[src/rtl/hwag_ssram_arbiter.sv]
// hwag SSRAM configuration-bus owner: loads the default register image after
// reset, then serves single transactions from host (m0) and monitor (m1) round-robin.
module hwag_ssram_arbiter #(
  parameter int                ADDR_W   = 8,
  parameter int                DATA_W   = 16,
  parameter int                NUM_REGS = 64,
  parameter logic [DATA_W-1:0] INIT_R0  = 16'd3
) (
  input  logic              clk,
  input  logic              rst,
  input  logic              m0_req,
  input  logic              m0_we,
  input  logic [ADDR_W-1:0] m0_addr,
  input  logic [DATA_W-1:0] m0_wdata,
  output logic              m0_ack,
  output logic [DATA_W-1:0] m0_rdata,
  input  logic              m1_req,
  input  logic              m1_we,
  input  logic [ADDR_W-1:0] m1_addr,
  input  logic [DATA_W-1:0] m1_wdata,
  output logic              m1_ack,
  output logic [DATA_W-1:0] m1_rdata,
  output logic              err,
  output logic              init_done,
  output logic              ssram_we,
  output logic              ssram_re,
  output logic [ADDR_W-1:0] ssram_addr,
  output logic [DATA_W-1:0] ssram_dout,
  output logic              ssram_oe,
  input  logic [DATA_W-1:0] ssram_din
);

  localparam int               IDX_W      = $clog2(NUM_REGS + 1);
  localparam int               AW1        = ADDR_W + 1;
  localparam logic [IDX_W-1:0] IDX_END    = IDX_W'(NUM_REGS);
  localparam logic [IDX_W-1:0] IDX_ONE    = IDX_W'(1);
  localparam logic [AW1-1:0]   NUM_REGS_A = AW1'(NUM_REGS);

  typedef enum logic [1:0] {
    S_INIT   = 2'd0,
    S_IDLE   = 2'd1,
    S_ACCESS = 2'd2,
    S_DONE   = 2'd3
  } state_t;

  state_t              state_q, state_d;
  logic [IDX_W-1:0]    idx_q, idx_d;
  logic                rr_ptr_q, rr_ptr_d;   // requester that wins the next contention (0=m0)
  logic                gnt_q, gnt_d;
  logic                txn_we_q, txn_we_d;
  logic                oor_q, oor_d;
  logic                ssram_we_q, ssram_we_d;
  logic                ssram_re_q, ssram_re_d;
  logic [ADDR_W-1:0]   ssram_addr_q, ssram_addr_d;
  logic [DATA_W-1:0]   ssram_dout_q, ssram_dout_d;
  logic                init_done_q, init_done_d;
  logic                m0_ack_q, m0_ack_d;
  logic                m1_ack_q, m1_ack_d;
  logic                err_q, err_d;
  logic [DATA_W-1:0]   m0_rdata_q, m0_rdata_d;
  logic [DATA_W-1:0]   m1_rdata_q, m1_rdata_d;

  logic                sel_s;
  logic                sel_we_s;
  logic [ADDR_W-1:0]   sel_addr_s;
  logic [DATA_W-1:0]   sel_wdata_s;
  logic                sel_oor_s;
  logic [DATA_W-1:0]   rd_val_s;

  // Pick the requester to grant and mux its transaction fields
  always_comb begin
    if (m0_req && m1_req) begin
      sel_s = rr_ptr_q;
    end else if (m1_req) begin
      sel_s = 1'b1;
    end else begin
      sel_s = 1'b0;
    end
    if (sel_s) begin
      sel_we_s    = m1_we;
      sel_addr_s  = m1_addr;
      sel_wdata_s = m1_wdata;
    end else begin
      sel_we_s    = m0_we;
      sel_addr_s  = m0_addr;
      sel_wdata_s = m0_wdata;
    end
    sel_oor_s = ({1'b0, sel_addr_s} >= NUM_REGS_A);
  end

  // Read data is live from ssram_din during DONE and held in the _q flops otherwise,
  // because the SSRAM only presents data in the cycle the ack is due
  always_comb begin
    m0_rdata_d = m0_rdata_q;
    m1_rdata_d = m1_rdata_q;
    if (oor_q) begin
      rd_val_s = {DATA_W{1'b0}};
    end else begin
      rd_val_s = ssram_din;
    end
    if ((state_q == S_DONE) && !txn_we_q) begin
      if (gnt_q) begin
        m1_rdata_d = rd_val_s;
      end else begin
        m0_rdata_d = rd_val_s;
      end
    end else begin
      m0_rdata_d = m0_rdata_q;
      m1_rdata_d = m1_rdata_q;
    end
  end

  // Next-state and next-output logic; strobes/acks are registered for the state being entered
  always_comb begin
    state_d      = state_q;
    idx_d        = idx_q;
    rr_ptr_d     = rr_ptr_q;
    gnt_d        = gnt_q;
    txn_we_d     = txn_we_q;
    oor_d        = oor_q;
    ssram_we_d   = 1'b0;
    ssram_re_d   = 1'b0;
    ssram_addr_d = ssram_addr_q;
    ssram_dout_d = ssram_dout_q;
    init_done_d  = init_done_q;
    m0_ack_d     = 1'b0;
    m1_ack_d     = 1'b0;
    err_d        = 1'b0;
    case (state_q)
      S_INIT: begin
        if (idx_q == IDX_END) begin
          state_d     = S_IDLE;
          init_done_d = 1'b1;
        end else begin
          ssram_we_d   = 1'b1;
          ssram_addr_d = ADDR_W'(idx_q);
          ssram_dout_d = (idx_q == {IDX_W{1'b0}}) ? INIT_R0 : {DATA_W{1'b0}};
          idx_d        = idx_q + IDX_ONE;
        end
      end
      S_IDLE: begin
        if (m0_req || m1_req) begin
          state_d      = S_ACCESS;
          gnt_d        = sel_s;
          rr_ptr_d     = ~sel_s;
          txn_we_d     = sel_we_s;
          oor_d        = sel_oor_s;
          ssram_addr_d = sel_addr_s;
          if (sel_oor_s) begin
            ssram_dout_d = ssram_dout_q;
          end else if (sel_we_s) begin
            ssram_we_d   = 1'b1;
            ssram_dout_d = sel_wdata_s;
          end else begin
            ssram_re_d = 1'b1;
          end
        end else begin
          state_d = S_IDLE;
        end
      end
      S_ACCESS: begin
        state_d = S_DONE;
        err_d   = oor_q;
        if (gnt_q) begin
          m1_ack_d = 1'b1;
        end else begin
          m0_ack_d = 1'b1;
        end
      end
      S_DONE: begin
        state_d = S_IDLE;
      end
      default: begin
        state_d = S_INIT;
        idx_d   = {IDX_W{1'b0}};
      end
    endcase
  end

  // State and output registers with synchronous active-low reset
  always_ff @(posedge clk) begin
    if (!rst) begin
      state_q      <= S_INIT;
      idx_q        <= {IDX_W{1'b0}};
      rr_ptr_q     <= 1'b0;
      gnt_q        <= 1'b0;
      txn_we_q     <= 1'b0;
      oor_q        <= 1'b0;
      ssram_we_q   <= 1'b0;
      ssram_re_q   <= 1'b0;
      ssram_addr_q <= {ADDR_W{1'b0}};
      ssram_dout_q <= {DATA_W{1'b0}};
      init_done_q  <= 1'b0;
      m0_ack_q     <= 1'b0;
      m1_ack_q     <= 1'b0;
      err_q        <= 1'b0;
      m0_rdata_q   <= {DATA_W{1'b0}};
      m1_rdata_q   <= {DATA_W{1'b0}};
    end else begin
      state_q      <= state_d;
      idx_q        <= idx_d;
      rr_ptr_q     <= rr_ptr_d;
      gnt_q        <= gnt_d;
      txn_we_q     <= txn_we_d;
      oor_q        <= oor_d;
      ssram_we_q   <= ssram_we_d;
      ssram_re_q   <= ssram_re_d;
      ssram_addr_q <= ssram_addr_d;
      ssram_dout_q <= ssram_dout_d;
      init_done_q  <= init_done_d;
      m0_ack_q     <= m0_ack_d;
      m1_ack_q     <= m1_ack_d;
      err_q        <= err_d;
      m0_rdata_q   <= m0_rdata_d;
      m1_rdata_q   <= m1_rdata_d;
    end
  end

  assign ssram_we   = ssram_we_q;
  assign ssram_oe   = ssram_we_q;
  assign ssram_re   = ssram_re_q;
  assign ssram_addr = ssram_addr_q;
  assign ssram_dout = ssram_dout_q;
  assign init_done  = init_done_q;
  assign m0_ack     = m0_ack_q;
  assign m1_ack     = m1_ack_q;
  assign err        = err_q;
  assign m0_rdata   = m0_rdata_d;
  assign m1_rdata   = m1_rdata_d;

endmodule

[config.mk]
export PLATFORM = sky130hd
export DESIGN_NAME = hwag_ssram_arbiter
export DESIGN_NICKNAME = d
export VERILOG_FILES = /design/src/rtl/hwag_ssram_arbiter.sv
export SDC_FILE = /design/constraint.sdc
export NUM_CORES = 1
export LEC_CHECK = 0
export ABC_AREA = 0
export BUFFER_PORTS_ARGS = -buffer_cell sky130_fd_sc_hd__buf_2
export CORE_ASPECT_RATIO = 0.75
export CORE_MARGIN = 3
export CORE_UTILIZATION = 25
export CTS_CLUSTER_DIAMETER = 50
export DETAILED_ROUTE_END_ITERATION = 6
export PLACE_DENSITY = 0.53
export SLEW_MARGIN = 20
export SYNTH_ARGS = -nofsm -noshare
export SYNTH_HDL_FRONTEND = slang
export SYNTH_SLANG_ARGS = --single-unit
[constraint.sdc]
create_clock -name clk -period 2.5 [get_ports clk]
set_input_delay 0.25 -clock clk [delete_from_list [all_inputs] [get_ports clk]]
set_output_delay 0.25 -clock clk [all_outputs]
set_load 0.02 [all_outputs]
; Word level (Yosys, flattened, before mapping)
; Cells that the tools add are included.
[op_classes]
multipliers = 0
muxes = 30
eq_ne = 9
n_addsub = 1
div = 0
reduce_logical = 14
bitwise_logic = 5
order_cmp = 1
n_shift = 0
[op_table]
columns = op, count
row1 = 2-to-1 mux 16 bit, 10
row2 = case mux 16 bit (2 select lines), 1
row3 = 2-to-1 mux 8 bit, 3
row4 = case mux 8 bit (2 select lines), 1
row5 = 2-to-1 mux 1 bit, 10
row6 = != test 2 bit (second input constant), 5
row7 = greater-or-equal comparator 8 x 7 -> 1 bit (second input constant), 1
row8 = case mux 2 bit (4 select lines), 1
row9 = AND reduction 2 bit, 4
row10 = adder 7 x 1 -> 7 bit (second input constant), 1
row11 = equality test 7 bit (second input constant), 1
row12 = logical NOT 7 bit, 1
row13 = 2-to-1 mux 2 bit, 3
row14 = inverter 1 bit, 5
row15 = AND reduction 5 bit, 1
row16 = equality test 2 bit (second input constant), 2
row17 = OR reduction 4 bit, 1
row18 = AND reduction 3 bit, 1
row19 = equality test 2 x 1 -> 1 bit (second input constant), 1
row20 = logical AND 1 bit, 2
row21 = logical NOT 2 bit, 1
row22 = case mux 1 bit (2 select lines), 1
row23 = nonzero test 2 bit, 1
row24 = logical NOT 1 bit, 1
row25 = logical OR 1 bit, 1
[word_totals]
reg_bits = 75
latchBits = 0
mem_bits_rw = 0
in_bits = 70
out_inout_bits = 63
rom_bits = 0
memories = 0
wordCells = 76

; Logic depth before layout (Yosys ltp)
[depth]
depth_word = 7
mapped_depth = 8
mapped_depth_nobuf = 6

; Worst setup path before layout
; No wires, ideal clock.
[synth_path]
path_type = reg2reg
start = register state_q[0]
end = register m0_rdata_q[11]
arrival_ns = 1.896
path_slack_ns = 0.543
stages_incl_launch_ff = 7
setup_ns = 0.061
t_required_ns = 2.439
path_cell_list = dfxtp_1 -> ha_1 -> or3b_1 -> clkbuf_1 -> clkbuf_1 -> o21ai_0 -> and2_1
[synth_between]
elab_chain_len = 3
[synth_lines]
columns = element, line_no
row1 = start: declaration, 46  ; state_t state_q, state_d;
row2 = start signal: assignment, 200  ; state_q <= state_d;
row3 = equality test 2 bit, 101  ; if ((state_q == S_DONE) && !txn_we_q) begin
row4 = logical AND 1 bit, 101
row5 = 2-to-1 mux 16 bit, 101
row6 = net m0_rdata[11], 16  ; output logic [DATA_W-1:0] m0_rdata,
row7 = end signal: assignment, 197  ; m0_rdata_q <= {DATA_W{1'b0}};
row8 = end signal: assignment, 214  ; m0_rdata_q <= m0_rdata_d;
row9 = end: declaration, 60  ; logic [DATA_W-1:0] m0_rdata_q, m0_rdata_d;
; The timed path passes the listed nets, and every way through them passes these cells.
; A chain may end at the register's enable or synchronous reset.

; Worst setup path after layout
[layout_path]
start = register state_q[0]
end = output m0_rdata[3]
[layout_between]
elab_chain_len = 3
[layout_lines]
columns = element, line_no
row1 = equality test 2 bit, 101
row2 = logical AND 1 bit, 101
row3 = 2-to-1 mux 16 bit, 101
row4 = end: declaration, 16
; Every way passes these cells.

==> impl_metrics.env <==
export IMPL_status="finished clean"
export IMPL_cp_arrival_ns=1.99
export IMPL_post_cts_repair_setup_buffers=0
export IMPL_syn_area_mm2=0.00359
export IMPL_reg2reg_from="idx_q[0]$_SDFFE_PN0P_"
export IMPL_dpl_hpwl_mm=7.39
export IMPL_final_nets=624
export IMPL_grt_pass1_wl_mm=15.8
export IMPL_numPortBuffers=132
export IMPL_synth_cells=430
export IMPL_finalSetupTns_ns=0
export IMPL_fin_cells=727
export IMPL_r2r_setup_slack_ns=0.41
export IMPL_nFillCells=1462
export IMPL_fin_worst_skew_ns=0.00653
export IMPL_clock_sinks=75
export IMPL_syn_num_nets=506
export IMPL_p_int_mw=2.24
export IMPL_drt_iter0_drc=167
export IMPL_dp_cells=712
export IMPL_clockBufferDepth=2
export IMPL_die_x_um=144
export IMPL_vdd_drop_max_v=0.000280
export IMPL_area_growth_pct=29.8
export IMPL_ant_nets=0
export IMPL_cp_max_fo=32
export IMPL_synth_cell_type_count=47
export IMPL_core_area_mm2=0.0139
export IMPL_drc=0
export IMPL_worstPathBufferInverterCount=1
export IMPL_slew_violations=0
export IMPL_p_leak_nw=2.13
export IMPL_clkTransAtPathRegs_ns=0.06
export IMPL_final_area_mm2=0.00466
export IMPL_grt_max_degree=64
export IMPL_die_area_mm2=0.0158
export IMPL_cp_start_kind="flop"
export IMPL_insertion_delay_ns=0.33
export IMPL_fin_crit_sh_pct=89.6
export IMPL_critPathTopFamily="simple AND/OR/NAND/NOR gates"
export IMPL_maxCapViolCount=0
export IMPL_postSynth_asyncResetShare_pct=0
export IMPL_p_sw_mw=0.908
export IMPL_power_frac_comb_pct=19.7
export IMPL_p_seq_share_pct=42.0
export IMPL_cts_resized=1
export IMPL_holdCritPathClass="in -> reg"
export IMPL_htree_num_levels=3
export IMPL_path_cells="ha_1 > or3b_4 > o21ai_0 > buf_2"
export IMPL_finalHoldViolCount=0
export IMPL_gp_congestion=0.813
export IMPL_cts_buffers=9
export IMPL_power_density_mw_per_mm2=677
export IMPL_utilization_pct=33.5
export IMPL_synth_edff_count=0
export IMPL_startpoint="state_q[0]$_SDFFE_PN0N_"
export IMPL_ys_flop_type="dfxtp_1"
export IMPL_setup_violations=0
export IMPL_routed_wl_mm=10.1
export IMPL_min_from="m0_addr[3]"
export IMPL_grt_pass1_vias=3126
export IMPL_fin_ws_ns=0.261
export IMPL_cts_tree="done"
export IMPL_ys_ff_latch=75
export IMPL_crit_path_end_kind="output port"
export IMPL_drive_above_1_share_pct=29.5
export IMPL_rows=37
export IMPL_fmax_ghz=0.447
export IMPL_placed_area_mm2=0.00438
export IMPL_diodes=0
export IMPL_rsz0062_at_grt="false"
export IMPL_maxSlewHeadroom_pct=30.9
export IMPL_firstDrtPassIters=4
export IMPL_critPathKind="reg -> out"
export IMPL_gr_total_overflow=0
export IMPL_crit_slowest_cell="or3b_4"
export IMPL_wl_per_cell_um=13.9
export IMPL_yosysSeqAreaShare_pct=41.8
export IMPL_cts_root_buf="clkbuf_16"
export IMPL_layout_min_cycle_time_ns=2.24
export IMPL_syn_area_per_cell_um2=8.35
export IMPL_hold_buffers=0
export IMPL_p_clk_share_pct=38.3
export IMPL_critical_path_required_ns=2.25
export IMPL_start_util_pct=25.8
export IMPL_cpPeakStageDelay_ns=0.53
export IMPL_worst_pin_slew_ns=1.04
export IMPL_track_usage_pct=12.6
export IMPL_vias=3351
export IMPL_vias_per_cell=4.61
export IMPL_fp_dieH_um=110
export IMPL_pre_cts_ws_ns=0.280
export IMPL_io_pin_count=133
export IMPL_yosys_warnings=0
export IMPL_swShare_pct=28.8
export IMPL_antenna_found_initial=1
-- cell usage after synthesis (3+ instances only) --
cell | count | area share (%)
dfxtp_1 | 75 | 42
o21ai_0 | 57 | 7.9
nand2_1 | 55 | 5.8
and2_1 | 33 | 5.8
and3_1 | 27 | 4.7
clkbuf_1 | 27 | 2.8
nor2_1 | 19 | 2.0
nand2b_1 | 18 | 3.1
mux2i_1 | 17 | 4.7
a21boi_0 | 16 | 3.3
nor3_1 | 15 | 2.1
a211oi_1 | 8 | 1.7
inv_1 | 7 | 0.73
a21oi_1 | 6 | 0.84
ha_1 | 6 | 2.1
xor2_1 | 5 | 1.2
nand4_1 | 3 | 0.52
-- sequential cells by signal, indices dropped and copies added (netlist names), 2 cells and up --
name,flops
m0_rdata_q,16
state_q,2
idx_q,7
ssram_addr,8
m1_rdata_q,16
ssram_dout,16
-- final timing paths --
| kind | end | depth (start not counted) |
|---|---|---|
| max | m0_rdata[3] | 4 |
| min | ssram_addr[3]$_SDFFE_PN0P_ | 3 |
| max reg2reg | idx_q[1]$_SDFFE_PN0P_ | 7 |
| min reg2reg | ssram_dout[2]$_SDFFE_PN0P_ | 2 |
-- layer usage --
layer,up-vias,wire length (um),global-route usage (%)
met1,1508,4800,16.5
met5,-,13,0
met2,115,4340,19.6
li1,1718,-,-
met3,8,839,4.87
met4,2,68,3.13
-- final cells by class --
type                       instances  area, um^2  area share, %
tap                              175         219           4.70
multi-input combinational        315        1910           41.0
inverter                           7        26.3          0.564
sequential                        75        1500           32.2
clock inverter                     4        26.3          0.564
timing repair buffer             140         721           15.5
clock buffer                      11         253           5.43
-- per-stage QoR --
step / hold slack (ns) / power (mW)
6_report: 0.240 / 3.15
2_1_floorplan: 0.430 / 1.78
3_3_place_gp: 0.447 / 1.96
4_1_cts: 0.231 / 3.21
5_1_grt: 0.243 / 3.32
3_5_place_dp: 0.450 / 1.98
-- worst min-delay path, stage by stage --
cell      delay [ns]
buf_2           0.08
a211oi_1        0.05
nor3_1          0.14
-- cell usage in the layout (no fill, tap or decap), types with 3 or more instances in the layout --
master     Yosys  routed
mux2i_1       17      17
dfxtp_1       75      75
nand2b_1      18      18
clkbuf_16      0       9
ha_1           6       6
nor2_1        19      19
a211oi_1       8       8
a21boi_0      16      16
and3_1        27      27
o21ai_0       57      57
nand2_1       55      55
xor2_1         5       5
nor3_1        15      15
buf_2          1     132
and2_1        33      33
a21oi_1        6       6
nand4_1        3       3
inv_1          7       7
buf_4          2       8
-- power groups by stage --
| stage | Combinational [mW] | Clock, mW | Sequential, mW |
|---|---|---|---|
| floorplan | 0.385 | 0 | 1.39 |
| global placement | 0.614 | 0 | 1.35 |
| detailed placement | 0.625 | 0 | 1.35 |
| CTS | 0.627 | 1.26 | 1.33 |
| global route | 0.687 | 1.30 | 1.34 |
| finish | 0.620 | 1.21 | 1.32 |
-- cell families after synthesis --
group                    after synthesis  share of synthesized area [%]
AND/OR/NAND/NOR                      183                           27.0
XOR/XNOR                               6                           1.46
multiplexers                          18                           5.06
adder cells (fa/ha/maj)                6                           2.09
buffers and inverters                 40                           4.95
flip-flops                            75                           41.8
AO/OA/AOI/OAI                        102                           17.6
(Power assumes the default switching activity.)
